==> src/rtl/cei_mochila_pkg.sv <==
// Shared definitions for the cei_mochila safe-wrapper CSR slice.
// Holds the CSR window base, the register index map, the CTRL lock bit,
// the error read pattern, the response payload struct and a byte-merge helper.
package cei_mochila_pkg;

    localparam int unsigned ADDR_W = 32;
    localparam int unsigned DATA_W = 32;
    localparam int unsigned BE_W   = DATA_W / 8;

    localparam logic [ADDR_W-1:0] SAFE_WRAPPER_CSR_START_ADDRESS = 32'hF001_0000;

    // Register index map; ACC_CNT always occupies the last slot of the window.
    localparam int unsigned SAFE_WRAPPER_CSR_CTRL_IDX   = 0;
    localparam int unsigned SAFE_WRAPPER_CSR_STATUS_IDX = 1;

    function automatic int unsigned safe_wrapper_csr_acc_cnt_idx(input int unsigned num_regs);
        return num_regs - 1;
    endfunction

    localparam int unsigned CTRL_LOCK_BIT = 0;

    localparam logic [DATA_W-1:0] ERROR_RDATA = 32'hBADA_CCE5;

    // One response beat travelling down the response pipeline.
    typedef struct packed {
        logic              err;
        logic [DATA_W-1:0] rdata;
    } obi_resp_t;

    // Merge new write data into an old word under a byte-enable mask.
    function automatic logic [DATA_W-1:0] apply_be(input logic [DATA_W-1:0] old_val,
                                                   input logic [DATA_W-1:0] new_val,
                                                   input logic [BE_W-1:0]   be);
        logic [DATA_W-1:0] res;
        res = old_val;
        for (int b = 0; b < int'(BE_W); b++) begin
            if (be[b]) begin
                res[b*8 +: 8] = new_val[b*8 +: 8];
            end
        end
        return res;
    endfunction

endpackage

==> src/rtl/cei_mochila_resp_pipe.sv <==
// Fixed-latency response shift pipeline.
// Ports:
//   clk_i, rst_ni        clock, asynchronous active-low reset (flushes all stages)
//   in_valid, in_resp    response entering stage 0 at the accept edge
//   out_valid, out_resp  registered output of the last stage
// Idle stages carry an all-zero payload so the outputs read 0 when no response is valid.
module cei_mochila_resp_pipe
    import cei_mochila_pkg::*;
#(
    parameter int unsigned LATENCY = 1
) (
    input  logic      clk_i,
    input  logic      rst_ni,
    input  logic      in_valid,
    input  obi_resp_t in_resp,
    output logic      out_valid,
    output obi_resp_t out_resp
);

    logic      valid_q [LATENCY];
    obi_resp_t resp_q  [LATENCY];

    // Shift register; stage 0 is loaded with a zero payload when idle.
    always_ff @(posedge clk_i or negedge rst_ni) begin
        if (!rst_ni) begin
            for (int i = 0; i < int'(LATENCY); i++) begin
                valid_q[i] <= 1'b0;
                resp_q[i]  <= '0;
            end
        end else begin
            valid_q[0] <= in_valid;
            resp_q[0]  <= in_valid ? in_resp : '0;
            for (int i = 1; i < int'(LATENCY); i++) begin
                valid_q[i] <= valid_q[i-1];
                resp_q[i]  <= resp_q[i-1];
            end
        end
    end

    assign out_valid = valid_q[LATENCY-1];
    assign out_resp  = resp_q[LATENCY-1];

endmodule

==> src/rtl/cei_mochila_csr_obi_responder.sv <==
// OBI responder for the safe-wrapper CSR window.
// Holds CTRL (with sticky LOCK), a registered copy of the wrapper status,
// scratch registers and a free-running count of accepted requests.
// Ports:
//   clk_i, rst_ni                   clock, asynchronous active-low reset
//   req_i/gnt_o                     request / grant (grant mirrors request)
//   addr_i, we_i, be_i, wdata_i     request payload
//   rvalid_o, rdata_o, err_o        in-order response, RESP_LATENCY cycles after accept
//   status_i                        safe-wrapper status, sampled every cycle
//   ctrl_o                          CTRL register contents
module cei_mochila_csr_obi_responder
    import cei_mochila_pkg::*;
#(
    parameter int unsigned        NUM_REGS     = 8,
    parameter int unsigned        RESP_LATENCY = 1,
    parameter logic [ADDR_W-1:0]  BASE_ADDR    = SAFE_WRAPPER_CSR_START_ADDRESS
) (
    input  logic              clk_i,
    input  logic              rst_ni,
    input  logic              req_i,
    output logic              gnt_o,
    input  logic [ADDR_W-1:0] addr_i,
    input  logic              we_i,
    input  logic [BE_W-1:0]   be_i,
    input  logic [DATA_W-1:0] wdata_i,
    output logic              rvalid_o,
    output logic [DATA_W-1:0] rdata_o,
    output logic              err_o,
    input  logic [DATA_W-1:0] status_i,
    output logic [DATA_W-1:0] ctrl_o
);

    localparam int unsigned       IDX_W        = $clog2(NUM_REGS);
    localparam logic [ADDR_W-1:0] WINDOW_BYTES = ADDR_W'(NUM_REGS * 4);
    localparam logic [IDX_W-1:0]  CTRL_IDX     = IDX_W'(SAFE_WRAPPER_CSR_CTRL_IDX);
    localparam logic [IDX_W-1:0]  STATUS_IDX   = IDX_W'(SAFE_WRAPPER_CSR_STATUS_IDX);
    localparam logic [IDX_W-1:0]  ACC_IDX      = IDX_W'(safe_wrapper_csr_acc_cnt_idx(NUM_REGS));
    localparam logic [IDX_W-1:0]  SCR_FIRST    = IDX_W'(2);
    localparam logic [IDX_W-1:0]  SCR_LAST     = IDX_W'(NUM_REGS - 2);
    localparam logic [DATA_W-1:0] LOCK_MASK    = DATA_W'(1) << CTRL_LOCK_BIT;

    logic [DATA_W-1:0] ctrl_q;
    logic [DATA_W-1:0] status_q;
    logic [DATA_W-1:0] acc_cnt_q;
    logic [DATA_W-1:0] scratch_q [NUM_REGS];

    logic              accept;
    logic [ADDR_W-1:0] off;
    logic [IDX_W-1:0]  idx;
    logic              addr_err;
    logic              is_ctrl;
    logic              is_status;
    logic              is_acc;
    logic              is_scratch;
    logic              locked;
    logic              wr_denied;
    logic              req_err;
    logic              wr_ok;
    logic [DATA_W-1:0] rd_data;
    obi_resp_t         req_resp;
    obi_resp_t         pipe_resp;

    // Always ready: one request per cycle.
    assign gnt_o  = req_i;
    assign accept = req_i & gnt_o;

    // Address decode relative to the window base.
    assign off      = addr_i - BASE_ADDR;
    assign idx      = off[IDX_W+1:2];
    assign addr_err = (addr_i < BASE_ADDR) | (off >= WINDOW_BYTES) | (addr_i[1:0] != 2'b00);

    assign is_ctrl    = (idx == CTRL_IDX);
    assign is_status  = (idx == STATUS_IDX);
    assign is_acc     = (idx == ACC_IDX);
    assign is_scratch = (idx >= SCR_FIRST) && (idx <= SCR_LAST);
    assign locked     = ctrl_q[CTRL_LOCK_BIT];

    // Read-only targets always refuse writes; LOCK freezes CTRL and scratch.
    assign wr_denied = we_i & (is_status | is_acc | (locked & (is_ctrl | is_scratch)));
    assign req_err   = addr_err | wr_denied;
    assign wr_ok     = accept & we_i & ~req_err;

    // Read mux samples pre-edge state, so ACC_CNT returns its value before this access.
    always_comb begin
        rd_data = '0;
        if (is_ctrl) begin
            rd_data = ctrl_q;
        end else if (is_status) begin
            rd_data = status_q;
        end else if (is_acc) begin
            rd_data = acc_cnt_q;
        end else if (is_scratch) begin
            rd_data = scratch_q[idx];
        end
    end

    // Writes report zero data; errored reads report the error pattern.
    always_comb begin
        req_resp       = '0;
        req_resp.err   = req_err;
        req_resp.rdata = we_i ? '0 : (req_err ? ERROR_RDATA : rd_data);
    end

    // CSR state; writes commit at the accept edge.
    always_ff @(posedge clk_i or negedge rst_ni) begin
        if (!rst_ni) begin
            ctrl_q    <= '0;
            status_q  <= '0;
            acc_cnt_q <= '0;
            for (int i = 0; i < int'(NUM_REGS); i++) begin
                scratch_q[i] <= '0;
            end
        end else begin
            status_q <= status_i;
            if (accept) begin
                acc_cnt_q <= acc_cnt_q + DATA_W'(1);
            end
            if (wr_ok && is_ctrl) begin
                ctrl_q <= apply_be(ctrl_q, wdata_i, be_i) | (ctrl_q & LOCK_MASK);
            end
            if (wr_ok && is_scratch) begin
                scratch_q[idx] <= apply_be(scratch_q[idx], wdata_i, be_i);
            end
        end
    end

    assign ctrl_o = ctrl_q;

    cei_mochila_resp_pipe #(
        .LATENCY (RESP_LATENCY)
    ) u_resp_pipe (
        .clk_i     (clk_i),
        .rst_ni    (rst_ni),
        .in_valid  (accept),
        .in_resp   (req_resp),
        .out_valid (rvalid_o),
        .out_resp  (pipe_resp)
    );

    assign rdata_o = pipe_resp.rdata;
    assign err_o   = pipe_resp.err;

endmodule

==> config.mk <==
export PLATFORM = sky130hd
export DESIGN_NAME = cei_mochila_csr_obi_responder
export DESIGN_NICKNAME = d
export VERILOG_FILES = /design/src/rtl/cei_mochila_pkg.sv /design/src/rtl/cei_mochila_resp_pipe.sv /design/src/rtl/cei_mochila_csr_obi_responder.sv
export SDC_FILE = /design/constraint.sdc
export NUM_CORES = 1
export LEC_CHECK = 0
export ABC_CLOCK_PERIOD_IN_PS = 2800
export CAP_MARGIN = 25
export CORE_AREA = 3 3 179 181
export CTS_CLUSTER_SIZE = 30
export DETAILED_ROUTE_END_ITERATION = 12
export DIE_AREA = 0 0 182 184
export HOLD_SLACK_MARGIN = 0.08
export MAX_ROUTING_LAYER = met4
export PLACE_DENSITY_LB_ADDON = 0.08
export SYNTH_ARGS = -nofsm -noshare
export SYNTH_HDL_FRONTEND = slang
export SYNTH_HIERARCHICAL = 1
export SYNTH_SLANG_ARGS = --single-unit
export TNS_END_PERCENT = 100
==> constraint.sdc <==
create_clock -name clk_i -period 2.8 [get_ports clk_i]
set_input_delay 0.28 -clock clk_i [delete_from_list [all_inputs] [get_ports clk_i]]
set_output_delay 0.28 -clock clk_i [all_outputs]
set_load 0.05 [all_outputs]
Word level (Yosys, flattened, before mapping)
Cells that the tools add are included.
{"block": "op_classes", "mux": 29, "n_eq_ne": 2, "multipliers": 0, "magnitude_cmp": 6, "n_div": 0, "addsub": 2, "shift": 0, "bitwise": 13, "n_reduce_logical": 6}
{"op": "2-to-1 mux 32 bit", "count": 9}
{"op": "bitwise mux 256 bit", "count": 1}
{"op": "2-to-1 mux 8 bit", "count": 16}
{"op": "binary-select mux 32 bit (select 3 bit)", "count": 1}
{"op": "demux 32 bit (select 3 bit)", "count": 1}
{"op": "2-to-1 mux 33 bit", "count": 1}
{"op": "adder 32 x 1 -> 32 bit, second input constant", "count": 1}
{"op": "greater-or-equal comparator 32 x 6 -> 1 bit, second input constant", "count": 1}
{"op": "< comparator 32 bit, second input constant", "count": 1}
{"op": "OR 32 x 1 -> 32 bit", "count": 1}
{"op": "subtractor 32 bit, second input constant", "count": 1}
{"op": "OR 1 bit", "count": 6}
{"op": "bitwise AND 1 bit", "count": 4}
{"op": "greater-or-equal comparator 4 bit, second input constant", "count": 1}
{"op": "logical AND 1 bit", "count": 4}
{"op": "< comparator 4 x 1 -> 1 bit, second input constant", "count": 1}
{"op": "inverter 3 -> 4 bit", "count": 1}
{"op": "equality test 3 x 1 -> 1 bit, second input constant", "count": 1}
{"op": "equality test 3 bit, second input constant", "count": 1}
{"op": "greater-or-equal comparator 3 x 2 -> 1 bit, second input constant", "count": 1}
{"op": "<= comparator 3 bit, second input constant", "count": 1}
{"op": "zero test 3 bit", "count": 1}
{"op": "nonzero test 2 bit", "count": 1}
{"op": "inverter 1 bit", "count": 1}
{"block": "word_totals", "reg_bits": 386, "rom_bits": 0, "output_inout_bits": 67, "latchBits": 0, "mem_count": 0, "ramBits": 0}

Logic depth before layout (Yosys ltp)
Gate-level depths: netlist (run 1).
{"block": "logic_depth", "word_depth": 13, "depth_mapped": 11}

Modules after synthesis
The synthesis (run 1) kept the hierarchy.
{"mod": "cei_mochila_csr_obi_responder", "area_each_um2": 15680.0, "cells_each": 1235, "n_inst": 1, "seq_area_each_um2": 8808.4}
{"mod": "cei_mochila_resp_pipe", "area_each_um2": 1113.6, "cells_each": 70, "n_inst": 1, "seq_area_each_um2": 850.8}

Least setup slack after synthesis (run 1)
Ideal clock, no wire load.
{"block": "synth_timing", "path_kind": "register to register", "from": "register ctrl_q[0], in the netlist ctrl_o[0]", "to": "register scratch_q[160] (netlist bit)", "synth_period_minus_slack_ps": 2237, "stages_incl_launch_ff": 8, "t_arrival_ps": 2109, "path_buffers": 2, "setup_slack_ps": 563, "path_cell_list": "dfrtp_1 a211oi_1 o2111ai_1 nor3_2 buf_4 nand3_2 buf_2 mux2_1"}
{"block": "synth_via", "elab_chain_len": 7}
{"element": "start, declared", "line": "cei_mochila_csr_obi_responder.sv:42", "source": "logic [DATA_W-1:0] ctrl_q;"}
{"element": "start signal, assigned", "line": "cei_mochila_csr_obi_responder.sv:119", "source": "ctrl_q <= apply_be(ctrl_q, wdata_i, be_i) | (ctrl_q & LOCK_MASK);"}
{"element": "bitwise AND 1 bit", "line": "cei_mochila_csr_obi_responder.sv:79", "source": "assign wr_denied = we_i & (is_status | is_acc | (locked & (is_ctrl | is_scratch)));"}
{"element": "OR 1 bit", "line": "cei_mochila_csr_obi_responder.sv:79"}
{"element": "bitwise AND 1 bit", "line": "cei_mochila_csr_obi_responder.sv:79"}
{"element": "OR 1 bit", "line": "cei_mochila_csr_obi_responder.sv:80", "source": "assign req_err = addr_err | wr_denied;"}
{"element": "inverter 1 bit", "line": "cei_mochila_csr_obi_responder.sv:81", "source": "assign wr_ok = accept & we_i & ~req_err;"}
{"element": "bitwise AND 1 bit", "line": "cei_mochila_csr_obi_responder.sv:81"}
{"element": "logical AND 1 bit", "line": "cei_mochila_csr_obi_responder.sv:121", "source": "if (wr_ok && is_scratch) begin"}
{"element": "end signal, assigned by index", "line": "cei_mochila_csr_obi_responder.sv:122", "source": "scratch_q[idx] <= apply_be(scratch_q[idx], wdata_i, be_i);"}
{"element": "end, declared", "line": "cei_mochila_csr_obi_responder.sv:45", "source": "logic [DATA_W-1:0] scratch_q [NUM_REGS];"}
Every way passes these cells.
A chain may end at the register's enable or synchronous reset.

Worst setup path after layout (run 1)
{"block": "layout_timing", "from": "register ctrl_q[0], in the netlist ctrl_o[0]", "to": "register ctrl_q[27], in the netlist ctrl_o[27]"}
{"block": "layout_via", "elab_chain_len": 7}
{"element": "bitwise AND 1 bit", "line": "cei_mochila_csr_obi_responder.sv:79"}
{"element": "OR 1 bit", "line": "cei_mochila_csr_obi_responder.sv:79"}
{"element": "bitwise AND 1 bit", "line": "cei_mochila_csr_obi_responder.sv:79"}
{"element": "OR 1 bit", "line": "cei_mochila_csr_obi_responder.sv:80"}
{"element": "inverter 1 bit", "line": "cei_mochila_csr_obi_responder.sv:81"}
{"element": "bitwise AND 1 bit", "line": "cei_mochila_csr_obi_responder.sv:81"}
{"element": "logical AND 1 bit", "line": "cei_mochila_csr_obi_responder.sv:118", "source": "if (wr_ok && is_ctrl) begin"}
Every way passes these cells.

==> results list, run 1 <==
- Counting flops with a built-in enable in the synthesized netlist gives 0.
* Num Clock Sinks: ~390
* Setup TNS Final: 0 ps
- Worst-path clk slew: 60 ps
- From bottom edge to top edge, the die measures 184 um.
- Clock period minus final worst setup slack: 2380 ps
- Power share of the sequential group: ~47%
- The number of antenna violations at the first check in global routing is 0.
* Fraction of layout instances using a drive strength above 1: 27.6%
- Global-route wire length before repair: 66.1 mm
- Startpoint kind of the worst setup timing path: register
- Residual antenna-violating net count after detailed routing: 0
- Counting flops and latches in the post-synthesis netlist gives 386.
- The run finished with clean final reports.
- Averaged over all synthesized cells, the footprint is between 10 and 15 um2.
- Across the VDD grid, the largest voltage drop is about 530 uV.
- The worst register-to-register path has a depth of 6.
* Global route total overflow: 0
- Net load switching power: 2.88 mW
- At the worst endpoint, the required time is 3210 ps.
- Worst Hold Endpoint: status_q[23]
- For this run, the total global-route usage over all layers was measured as 26.3%.
* Internal power summed over all cells: 9.45 mW
- Signal arrival time at the worst endpoint: around 2800 ps
* DRC marker count from the first detailed-route iteration: 625
- Sum of net half-perimeters after detailed placement: 27.7 mm
- In this run the cell area of the synthesized design comes to roughly 17000 um2.
- Power spread over the standard cell area amounts to 609 nW/um2.
* Highest Clock Rate: 420 MHz
* Leading cell types by total area after synthesis: dfrtp_1 (58%), mux2_2 (14%), mux2i_1 (5.7%)
- The cell sitting at the root of the clock tree is a clkbuf_16.
- For this block, the routed nets add up to 41.8 mm of wire.
- Total die area: around 33000 um2
- Routed len/inst: around 23 um
* Number of nets in the final layout: 1501
- Setup Viol. Count Final: 0
- Share of flip-flops with an asynchronous set or reset: 100%
* Number of library cell types mapped by synthesis: 50
* Part of the power in the clock network: a little under half
- Post-CTS resize count: 0
- Worst slack after detailed placement: -3.48 ps
- The endpoint identified for the worst register-to-register timing path is ctrl_o[27].
- Net count of the mapped netlist: 1410
- Most area-hungry cell type in the Yosys netlist: dfrtp_1
- In this run the biggest area consumer among cell types represents roughly 58% of the synthesized area.
- Routed vias/inst: about 5.8
* Antenna Diode Count: 0
- Fin worst setup slack: 419 ps
- At the pin with the least slew margin, the transition time is 661 ps.
- Measured against its own limit, the worst slew margin works out to 55.8%.
- Net switching is between 20% and 30% of the power.
- Type of the setup path with the least slack: reg2reg
- The final count of hold timing violations came to 0.
- Main flop type after synthesis: dfrtp_1
* Die boundary width: 182 um
* Post-layout util: 66.2%
* Std-Cell Rows: 64
- Top post-synthesis cells by count: dfrtp_1 (386), mux2_2 (205), clkbuf_1 (123)
- Of the synthesized area, sequential elements account for 57.5%.
- Vias in the first global route: 11100
* Critical path endpoint category: register
- Number of synthesis warnings: 6
- Counting instances, the worst hold path has a depth of 1.
- Clock buffers created by TritonCTS: 42
* Startpoint of the most critical hold path: status_i[23]
- The tightest min-delay check is of the in2reg type.
* Clock Skews: 14.6 ps
- Clock latency on the worst-skew pair: 530 ps
- Weighted congestion reported at the end of routability-driven placement: 0.834
- The count of final max-slew check failures is 0.
- TritonCTS built the clock tree.
- Maximum root-to-sink buffer count: 3
- The share of total power dissipated in combinational logic is 8.0%.
- Entering global routing, the biggest net connects 74 pins.
* Number of instances in the synthesized netlist: 1305
- In this run the number of H-tree levels came out at 2.
* Biggest fanout along the worst timing path: 29
* DR vias: 10500
- The worst path uses 85.0% of the clock period.
- Leak pwr: 9.91 nW
* Worst hold-check slack: between 150 and 200 ps
- Setup repair after global routing left no endpoint under its margin.
* Count of input and output buffers: 170
- The first detailed-routing pass ran for 5 iterations.
- Most common cell in the netlist: dfrtp_1
* Area Overhead vs Synth: 20.5%
* Initial cell density of the core: 54.9%
- I/O pin count: 171
- Floorplan core area: about 30000 um2
- Origin of the critical flop-to-flop path: ctrl_o[0]
* Residual DRC count: 0
- Number of max-cap violations: 0
- The worst register-to-register path has a setup slack of 420 ps.
==> worst max path at each step <==
stage / start / end / cells past startpoint
6_report: ctrl_o[0] / ctrl_o[27] / 6
4_1_cts: ctrl_o[0] / ctrl_o[27] / 6
5_1_grt: ctrl_o[0] / ctrl_o[27] / 6
2_1_floorplan: ctrl_o[0] / scratch_q[160] / 7
3_5_place_dp: addr_i[1] / ctrl_o[26] / 7
3_3_place_gp: addr_i[25] / ctrl_o[24] / 7
==> state kept, by name, indices dropped and copies added, names as in the netlist <==
name / cells
acc_cnt_q: 32
ctrl_o: 32
scratch_q: 256
status_q: 32
u_resp_pipe/out_resp: 33
u_resp_pipe/out_valid: 1
==> per-stage QoR <==
step	std cells	area [um2]	power, mW
2_1_floorplan	1305	16800	6.30
3_3_place_gp	1747	18800	6.83
3_5_place_dp	1747	18800	6.83
4_1_cts	1823	20200	12.4
5_1_grt	1823	20200	12.8
6_report	1823	20200	12.3
==> final cells by class <==
class,count,area [um2]
Inverter,23,86.3
Tap cell,396,495
Fill cell,2305,10400
Timing Repair Buffer,217,2240
Sequential cell,386,9660
Clock inverter,10,106
Multi-Input combinational cell,726,6340
Clock buffer,65,1310
==> kinds of logic (layout without fill, tap and decap cells) <==
logic type      count (synthesis)  after routing  synth area share, %
compound gates                140            140                 5.39
xor+xnor                       33             33                 1.72
flops                         386            386                 57.5
fa+ha+maj                       1              1               0.0745
mux                           330            330                 23.2
simple gates                  222            222                 7.21
buf+inv                       193            315                 4.84
==> layer usage <==
layer | track usage, % | share of wire, % | up-vias
li1 | - | - | 4765
met1 | 39.6 | 48 | 5390
met2 | 37.4 | 44 | 327
met3 | 5.03 | 6.4 | 55
met4 | 6.15 | 1.6 | 0
met5 | - | 0 | -
==> worst max-delay path, stage by stage, from the launching register on <==
cell       delay, ps
dfrtp_1          430
a211oi_1         320
o2111ai_1        240
nor3_4           260
buf_12           230
nand4_2          360
mux2_2           420
==> what timing repair did <==
action	in CTS	in global routing
hold buffers	1	0
setup endpoints to repair	0	0
buffers inserted	0	0
hold endpoints to repair	64	0
==> power by group through the flow <==
stage / logic [mW] / registers, mW / clock network, mW
3_3_place_gp: 0.972 / 5.85 / 0
3_5_place_dp: 0.983 / 5.85 / 0
6_report: 0.981 / 5.76 / 5.59
4_1_cts: 0.989 / 5.75 / 5.71
5_1_grt: 1.06 / 5.76 / 5.93
2_1_floorplan: 0.412 / 5.88 / 0
==> layout by cell type (no fill, tap or decap), types with 6 or more instances in the layout <==
| cell | count |
|---|---|
| buf_12 | 15 |
| xnor2_1 | 24 |
| mux2_2 | 205 |
| clkinv_2 | 6 |
| o22ai_1 | 13 |
| a211oi_1 | 14 |
| mux4_1 | 7 |
| nand2_1 | 83 |
| xor2_1 | 9 |
| o21ai_0 | 13 |
| a31oi_1 | 33 |
| clkbuf_16 | 43 |
| a21oi_1 | 23 |
| clkdlybuf4s50_1 | 165 |
| mux2i_1 | 96 |
| buf_4 | 32 |
| dfrtp_1 | 386 |
| nand4_1 | 9 |
| nand3_1 | 45 |
| nor2_1 | 9 |
| clkbuf_8 | 15 |
| and2_2 | 33 |
| inv_1 | 23 |
| mux4_2 | 17 |
| and3_1 | 6 |
| clkbuf_1 | 7 |
| a22oi_1 | 40 |
(Power assumes the default switching activity.)
==> inputs of run 2 (changes only) <==
- SYNTH_HIERARCHICAL: 1 -> unset
==> run 2 against run 1 <==
Non-clock buffer count is 33 higher; utilization rose by 0.70 points; sequential share of layout area is 0.50 points lower.
==> results list, run 2 <==
- Status: complete, no violations (unchanged)
- Setup Viol. Count Final: 0 (unchanged)
* Share of flip-flops with an asynchronous set or reset: 100% (unchanged)
* Leading cell types by total area after synthesis: dfrtp_1 (58%), mux4_2 (8.5%), mux2i_1 (7.7%) (was dfrtp_1 (58%), mux2_2 (14%), mux2i_1 (5.7%))
- The cell leakage power came to 9.71 nW (was 9.91 nW).
- The cell taking the most area after synthesis is dfrtp_1 (unchanged).
- The number of H-tree branching levels came to 2 (unchanged).
- The stage delay of the slowest cell on the critical path was 810 ps (was 430 ps).
* Final period utilization: 81.6% (was 85.0%)
- Worst Max-Slew Pin Slew: 736 ps (was 661 ps)
* Main flop type after synthesis: dfrtp_1 (unchanged)
- Area Overhead vs Synth: 22.1% (was 20.5%)
- The number of cells on the worst reg-to-reg path came to 6 (unchanged).
- Routed vias/inst: 5.68 (was 5.78)
* Number of setup buffers added after CTS: 0 (unchanged)
* Hold-fix buffers, CTS: 1 (unchanged)
- The total clock buffers created by CTS is 41 (was 42).
* Fraction of layout instances using a drive strength above 1: 24.5% (was 27.6%)
* Maximum root-to-sink buffer count: 3 (unchanged)
- The required time of the critical path was 2520 ps (was 3210 ps).
- The clock transition at the registers of the reported paths was 60 ps (about the same).
- Stages on worst setup path: 3 (was 6)
- The final count of hold timing violations was 0 (unchanged).
- Setup TNS Final: 0 ps (unchanged)
- The net count after synthesis was 1368 (was 1410).
* Biggest fanout along the worst timing path: 8 (was 29)
- Number of enable-type register cells in the synthesized netlist: 0 (unchanged)
- The type of origin of the critical path is an input pin (was register).
- TritonCTS clock tree: yes (unchanged)
- Count of input and output buffers: 170 (unchanged)
- The class of the most critical hold timing path was in2reg (unchanged).
- Type of the setup path with the least slack: in2out (was reg2reg)
- The post-placement worst setup slack is 224 ps (was -3.48 ps).
* Pins Over Slew Limit: 0 (unchanged)
* Overall power of the completed layout: 12.2 mW (was 12.3 mW)
- Detailed-route wire length: 42.7 mm (was 41.8 mm)
- Height of the die: 184 um (unchanged)
* Clock period minus final worst setup slack: 2280 ps (was 2380 ps)
- The post-layout instance area was 20400 um2 (was 20200 um2).
- The maximum operating frequency came to 438 MHz (was 420 MHz).
- Residual DRC count: 0 (unchanged)
* Floorplan core area: 30600 um2 (unchanged)
- Hold Path Depth: 1 (unchanged)
- Top-area cell type share of the netlist area: 57.7% (was 57.5%)
- Number of max-cap violations: 0 (unchanged)
* Area occupied by multi-input gates: 6050 um2 (was 6340 um2)
* Fill cell total of the finished layout: 2250 (was 2305)
- The count of instances resized after the clock tree is built is 0 (unchanged).
* Number of instances in the synthesized netlist: 1263 (was 1305)
- CP most frequent cell: clkdlybuf4s50_1
* Commonest non-fill, non-tap cell in the layout: dfrtp_1 (unchanged)
* Fin worst setup slack: 515 ps (was 419 ps)
- The HPWL after detailed placement is 29.6 mm (was 27.7 mm).
* Avg Cell Area, Syn: 13.3 um2 (was 12.9 um2)
- Area of placed instances: 19100 um2 (was 18800 um2)
* Global route total overflow: 0 (unchanged)
* Post-synthesis instance area: 16800 um2 (about the same)
- Most common cell in the netlist: dfrtp_1 (unchanged)
- The largest register by flop count was scratch_q (unchanged).
- The first-pass GRT wire length came to 66.9 mm (was 66.1 mm).
* Flip-flop count of the largest register after layout: 256 (unchanged)
- Worst IR Drop VDD: 429 uV (was 535 uV)
- Largest delay contributor family on the critical path: buffers and inverters (was simple AND/OR/NAND/NOR gates)
- Highest-delay cell along the critical path: clkdlybuf4s50_1 (was dfrtp_1)
- The clock sink count was 386 (unchanged).
- DRC marker count from the first detailed-route iteration: 767 (was 625)
- Pwr dens: 598 nW/um2 (was 609 nW/um2)
- The count of antenna-violating nets left after detailed routing is 0 (unchanged).
- The number of global-route vias before repair is 11200 (was 11100).
- Maximum number of pins on one net before global-route repair: 83 (was 74)
* Commonest cells after routing, fill and taps aside: dfrtp_1 (386), clkdlybuf4s50_1 (166), mux2i_1 (129) (was dfrtp_1 (386), mux2_2 (205), clkdlybuf4s50_1 (165))
- The warning count from the yosys run is 0 (was 6).
- Critical path endpoint category: output pin (was register)
* Weighted congestion reported at the end of routability-driven placement: 0.842 (was 0.834)
- Overall track demand over capacity in global routing: 26.8% (was 26.3%)
- Top post-synthesis cells by count: dfrtp_1 (386), mux2i_1 (129), clkbuf_1 (127) (was dfrtp_1 (386), mux2_2 (205), clkbuf_1 (123)).
- I/O pin count: 171 (unchanged)
- The length of the first detailed-routing pass in iterations is 5 (unchanged).
- Die boundary width: 182 um (unchanged)
* Clock Skews: 14.3 ps (was 14.6 ps)
- DR vias: 10300 (was 10500)
- Cells along the critical path: clkdlybuf4s50_1 > buf_4 > clkdlybuf4s50_1 (was a211oi_1 > o2111ai_1 > nor3_4 > buf_12 > nand4_2 > mux2_2).
- The count of standard-cell rows is 64 (unchanged).
- The count of nets after finishing came to 1498 (was 1501).
- The cell chosen for the clock root was clkbuf_16 (unchanged).
* Routed len/inst: 23.4 um (was 22.9 um)
- The number of synthesized register bits came to 386 (unchanged).
* Unrepaired setup endpoints after global routing: false (unchanged)
- Area of all sequential standard cells: 9660 um2 (unchanged)
- The portion of the post-synthesis area used by sequential elements was 57.7% (was 57.5%).
- The number of antenna violations at the first check in global routing was 2 (was 0).
* Clock latency on the worst-skew pair: 540 ps (was 530 ps)
- Number of library cell types mapped by synthesis: 54 (was 50)
- The buffer and inverter count on the worst path is 3 (was 1).
- The effective utilization at floorplan was 54.8% (was 54.9%).
- The worst slew margin relative to its limit is 50.4% (was 55.8%).
- The arrival time reported for the critical path endpoint came to 2000 ps (was 2790 ps).
* Total die area: 33500 um2 (unchanged)
-- run 2: cell types whose count changed after synthesis, sizes merged, moves of 13 or more --
cell     before  now
a211oi       14    1
nand2        83   42
a22oi        40    2
inv          23  103
and3          6   20
a221oi        0   17
a31oi        33    2
mux2i        96  129
nor3          3   22
mux2        210  115
mux4         24   63
o2bb2ai       0   14
and2         36    2
nand3        50    9
-- run 2: cell type report --
class	count	area share, %
tap	396	2.42
clock inverter	18	1.07
multi-input combinational	609	29.6
sequential	386	47.2
inverter	105	1.93
timing repair buffer	250	12.1
antenna	2	0.0245
clock buffer	54	5.60
-- run 2: stage by stage --
step / hold WS [ps] / util [%] / std cells
2_1_floorplan: -15.6 / - / 1263
3_3_place_gp: 328 / 62.3 / 1745
3_5_place_dp: 334 / 62.3 / 1745
4_1_cts: 162 / 66.8 / 1818
5_1_grt: 161 / 66.9 / 1820
6_report: 179 / 66.9 / 1820
-- run 2: cell families after synthesis --
logic type	Yosys count	synth area share (%)
flops	386	57.7
simple gates	168	6.18
buf+inv	268	6.35
fa+ha+maj	1	0.0747
mux	307	23.9
compound gates	102	4.20
xor+xnor	31	1.62
-- run 2: path summary, 6_finish.rpt --
path                             endpoint      startpoint  slack (ps)
max reg2reg                 scratch_q[59]       ctrl_o[0]         640
max                                 gnt_o           req_i         520
min in group asynchronous  scratch_q[182]          rst_ni         320
min reg2reg                scratch_q[247]  scratch_q[247]         370
min                          status_q[17]    status_i[17]         180
max in group asynchronous  scratch_q[104]          rst_ni        1610
-- run 2: layer usage --
layer  global-route usage, %  wire length, um  part of all wire (%)  vias to the layer above
li1                        -                -                     -                     4659
met5                       -                0                     0                        -
met1                    37.8            19300                    45                     5341
met4                    7.40             1080                   2.5                        0
met2                    40.8            20100                    47                      266
met3                    4.69             2150                   5.0                       78
-- run 2: where the power goes --
part           switching [mW]  total [mW]  internal [mW]
logic                   0.568        1.01          0.440
registers               0.101        5.77           5.67
clock network            2.21        5.46           3.25
==> inputs of run 3 (changes only) <==
- ABC_CLOCK_PERIOD_IN_PS: 2800 -> 2300
- clock period: 2.8 -> 2.3 ns (I/O delays scaled with it)
==> run 3 against run 2 <==
Worst hold slack got worse by 46 ps; global-route usage fell by 0.081 points; design area rose by 2.8%; non-clock buffer count rose by 57; largest power group unchanged.
==> results list, run 3 (same netlist as run 2, synthesis figures left out) <==
- The proportion of layout cells with a drive suffix above 1 is 27.5% (was 24.5%).
* Num Clock Sinks: 386 (unchanged)
* Routed vias/inst: 5.62 (was 5.68)
- Startpoint kind of the worst setup timing path: register (was input pin)
- The number of antenna repair diodes was 0 (was 2).
* Pins Over Slew Limit: 0 (unchanged)
* Floorplan core area: 30600 um2 (unchanged)
* Cells along the critical path: clkdlybuf4s50_1 (was clkdlybuf4s50_1 > buf_4 > clkdlybuf4s50_1)
- The count of standard-cell rows is 64 (unchanged).
- The final count of hold timing violations was 0 (unchanged).
- Commonest non-fill, non-tap cell in the layout: dfrtp_1 (unchanged)
- Unrepaired setup endpoints after global routing: false (unchanged)
* Setup TNS Final: 0 ps (unchanged)
* Final Instance Area: 21000 um2 (was 20400 um2)
- Overall power of the completed layout: 15.0 mW (was 12.2 mW)
- The vias after detailed routing is 10600 (was 10300).
* Final period utilization: between 90 and 100%
* Clock latency on the worst-skew pair: 540 ps (about the same)
- The final cell utilization of the core was 68.7% (was 66.9%).
* Initial cell density of the core: 54.8% (unchanged)
* Residual DRC count: 0 (unchanged)
- Residual antenna-violating net count after detailed routing: 0 (unchanged)
* Sum of net half-perimeters after detailed placement: 30.5 mm (was 29.6 mm)
- Height of the die: 184 um (unchanged)
- Leak pwr: 10.0 nW (was 9.71 nW)
- The remaining global-route overflow came to 0 (unchanged).
- Global-route wire length before repair: 67.2 mm (was 66.9 mm)
- Level count of the clock H-tree: 2 (unchanged)
* Flip-flop count of the largest register after layout: 256 (unchanged)
- First-pass iteration count of the detailed router: 5 (unchanged)
- Clock buffers created by TritonCTS: 41 (unchanged)
- The largest fanout of any net on the critical path is 3 (was 8).
- The arrival time reported for the critical path endpoint was 1880 ps (was 2000 ps).
- Type of the setup path with the least slack: reg2out (was in2out)
- Routed len/inst: 22.7 um (was 23.4 um)
* Overall track demand over capacity in global routing: 26.7% (was 26.8%)
* Area of placed instances: 19600 um2 (was 19100 um2)
- I/O pin count: 171 (unchanged)
- Worst slack after detailed placement: -162 ps (was 224 ps)
- Largest stage delay on the critical path: 870 ps (was 810 ps)
- Slew HR: 54.3% (was 50.4%)
* Setup Viol. Count Final: 0 (unchanged)
- The largest register by flop count is scratch_q (unchanged).
- Timing would allow up to 475 MHz.
- DRC marker count from the first detailed-route iteration: 690 (was 767)
- The buffer and inverter count on the worst path came to 1 (was 3).
- The area growth from synthesis to layout was 25.5% (was 22.1%).
* Highest-delay cell along the critical path: clkdlybuf4s50_1 (unchanged)
* Worst hold-check slack: 133 ps (was 179 ps)
- The number of global-route vias before repair was 11500 (was 11200).
- The endpoint class of the critical path is an output pin (unchanged).
- TritonCTS clock tree: yes (unchanged)
* Maximum number of pins on one net before global-route repair: 78 (was 83)
- Detailed-route wire length: 42.6 mm (was 42.7 mm)
- The count of nets after finishing is 1555 (was 1498).
* Maximum root-to-sink buffer count: 3 (unchanged)
- Largest delay contributor family on the critical path: buffers and inverters (unchanged)
* Worst IR Drop VDD: 625 uV (was 429 uV)
* Fin worst setup slack: 194 ps (was 515 ps)
- The power per cell area came to 713 nW/um2 (was 598 nW/um2).
- The number of violations of the max-capacitance limit is 0 (unchanged).
- Subtracting the final worst setup slack from the clock period gives about 2100 ps.
- The cell chosen for the clock root is clkbuf_16 (unchanged).
- The post-route clock skew is 23.0 ps (was 14.3 ps).
- The width of the chip came to 182 um (unchanged).
* Total die area: 33500 um2 (unchanged)
- The count of instances resized after the clock tree is built came to 0 (unchanged).
* Number of cells in the design after placement: 1802 (was 1745)
- Worst Max-Slew Pin Slew: 678 ps (was 736 ps)
- Count of input and output buffers: 170 (unchanged)
* Initial antenna violation count: 0 (was 2)
- The routability congestion estimate was 0.859 (was 0.842).
* Required @ worst endpoint: 2070 ps (was 2520 ps)
- Commonest cells after routing, fill and taps aside: dfrtp_1 (386), clkdlybuf4s50_1 (165), mux2i_1 (129) (was dfrtp_1 (386), clkdlybuf4s50_1 (166), mux2i_1 (129)).
- The clock transition at the registers of the reported paths is 60 ps (about the same).
* Final Non-Filler Cells: 1877 (was 1820)
* Min-delay worst type: in2reg (unchanged)
- Status: complete, no violations (unchanged)
## run 3: cell types whose count changed in the layout (fill, tap and decap cells not counted), sizes merged
cell           delta
clkdlybuf4s50     -1
clkbuf            +4
clkinvlp          -1
buf              +58
diode             -2
bufinv            -1
## run 3: layout make-up
cell class / instances / area (um2)
Sequential cell: 386 / 9660
Fill cell: 2241 / 9570
Multi-Input combinational cell: 609 / 6050
Timing Repair Buffer: 307 / 3050
Clock buffer: 58 / 1200
Tap cell: 396 / 495
Inverter: 105 / 394
Clock inverter: 16 / 163
## run 3: metal layers
layer,up-vias,global-route usage [%],routed length [um]
met5,-,-,0
met4,0,8.26,1350
met3,80,4.61,2290
met2,265,41.8,20500
met1,5458,36.2,18500
li1,4749,-,-
## run 3: power by group
| part | internal (mW) | total, mW | switching, mW |
|---|---|---|---|
| Clock | 3.98 | 6.65 | 2.66 |
| Sequential | 6.90 | 7.02 | 0.118 |
| Combinational | 0.607 | 1.32 | 0.718 |
| Total | 11.5 | 15.0 | 3.50 |
## run 3: repair_timing
item                      CTS  global route
buffers inserted            0             0
hold buffers                1             0
hold endpoints to repair   65             0
## run 3: path summary, 6_finish.rpt
check                        startpoint                  endpoint  slack [ps]  cells past startpoint
max                          ctrl_o[26]                ctrl_o[26]         190                      1
min                        status_i[21]              status_q[21]         130                      1
min reg2reg                scratch_q[3]              scratch_q[3]         370                      0
max in group asynchronous        rst_ni             scratch_q[53]        1190                      3
max reg2reg                   ctrl_o[0]   u_resp_pipe.out_resp[8]         250                      7
min in group asynchronous        rst_ni  u_resp_pipe.out_resp[10]         300                      2
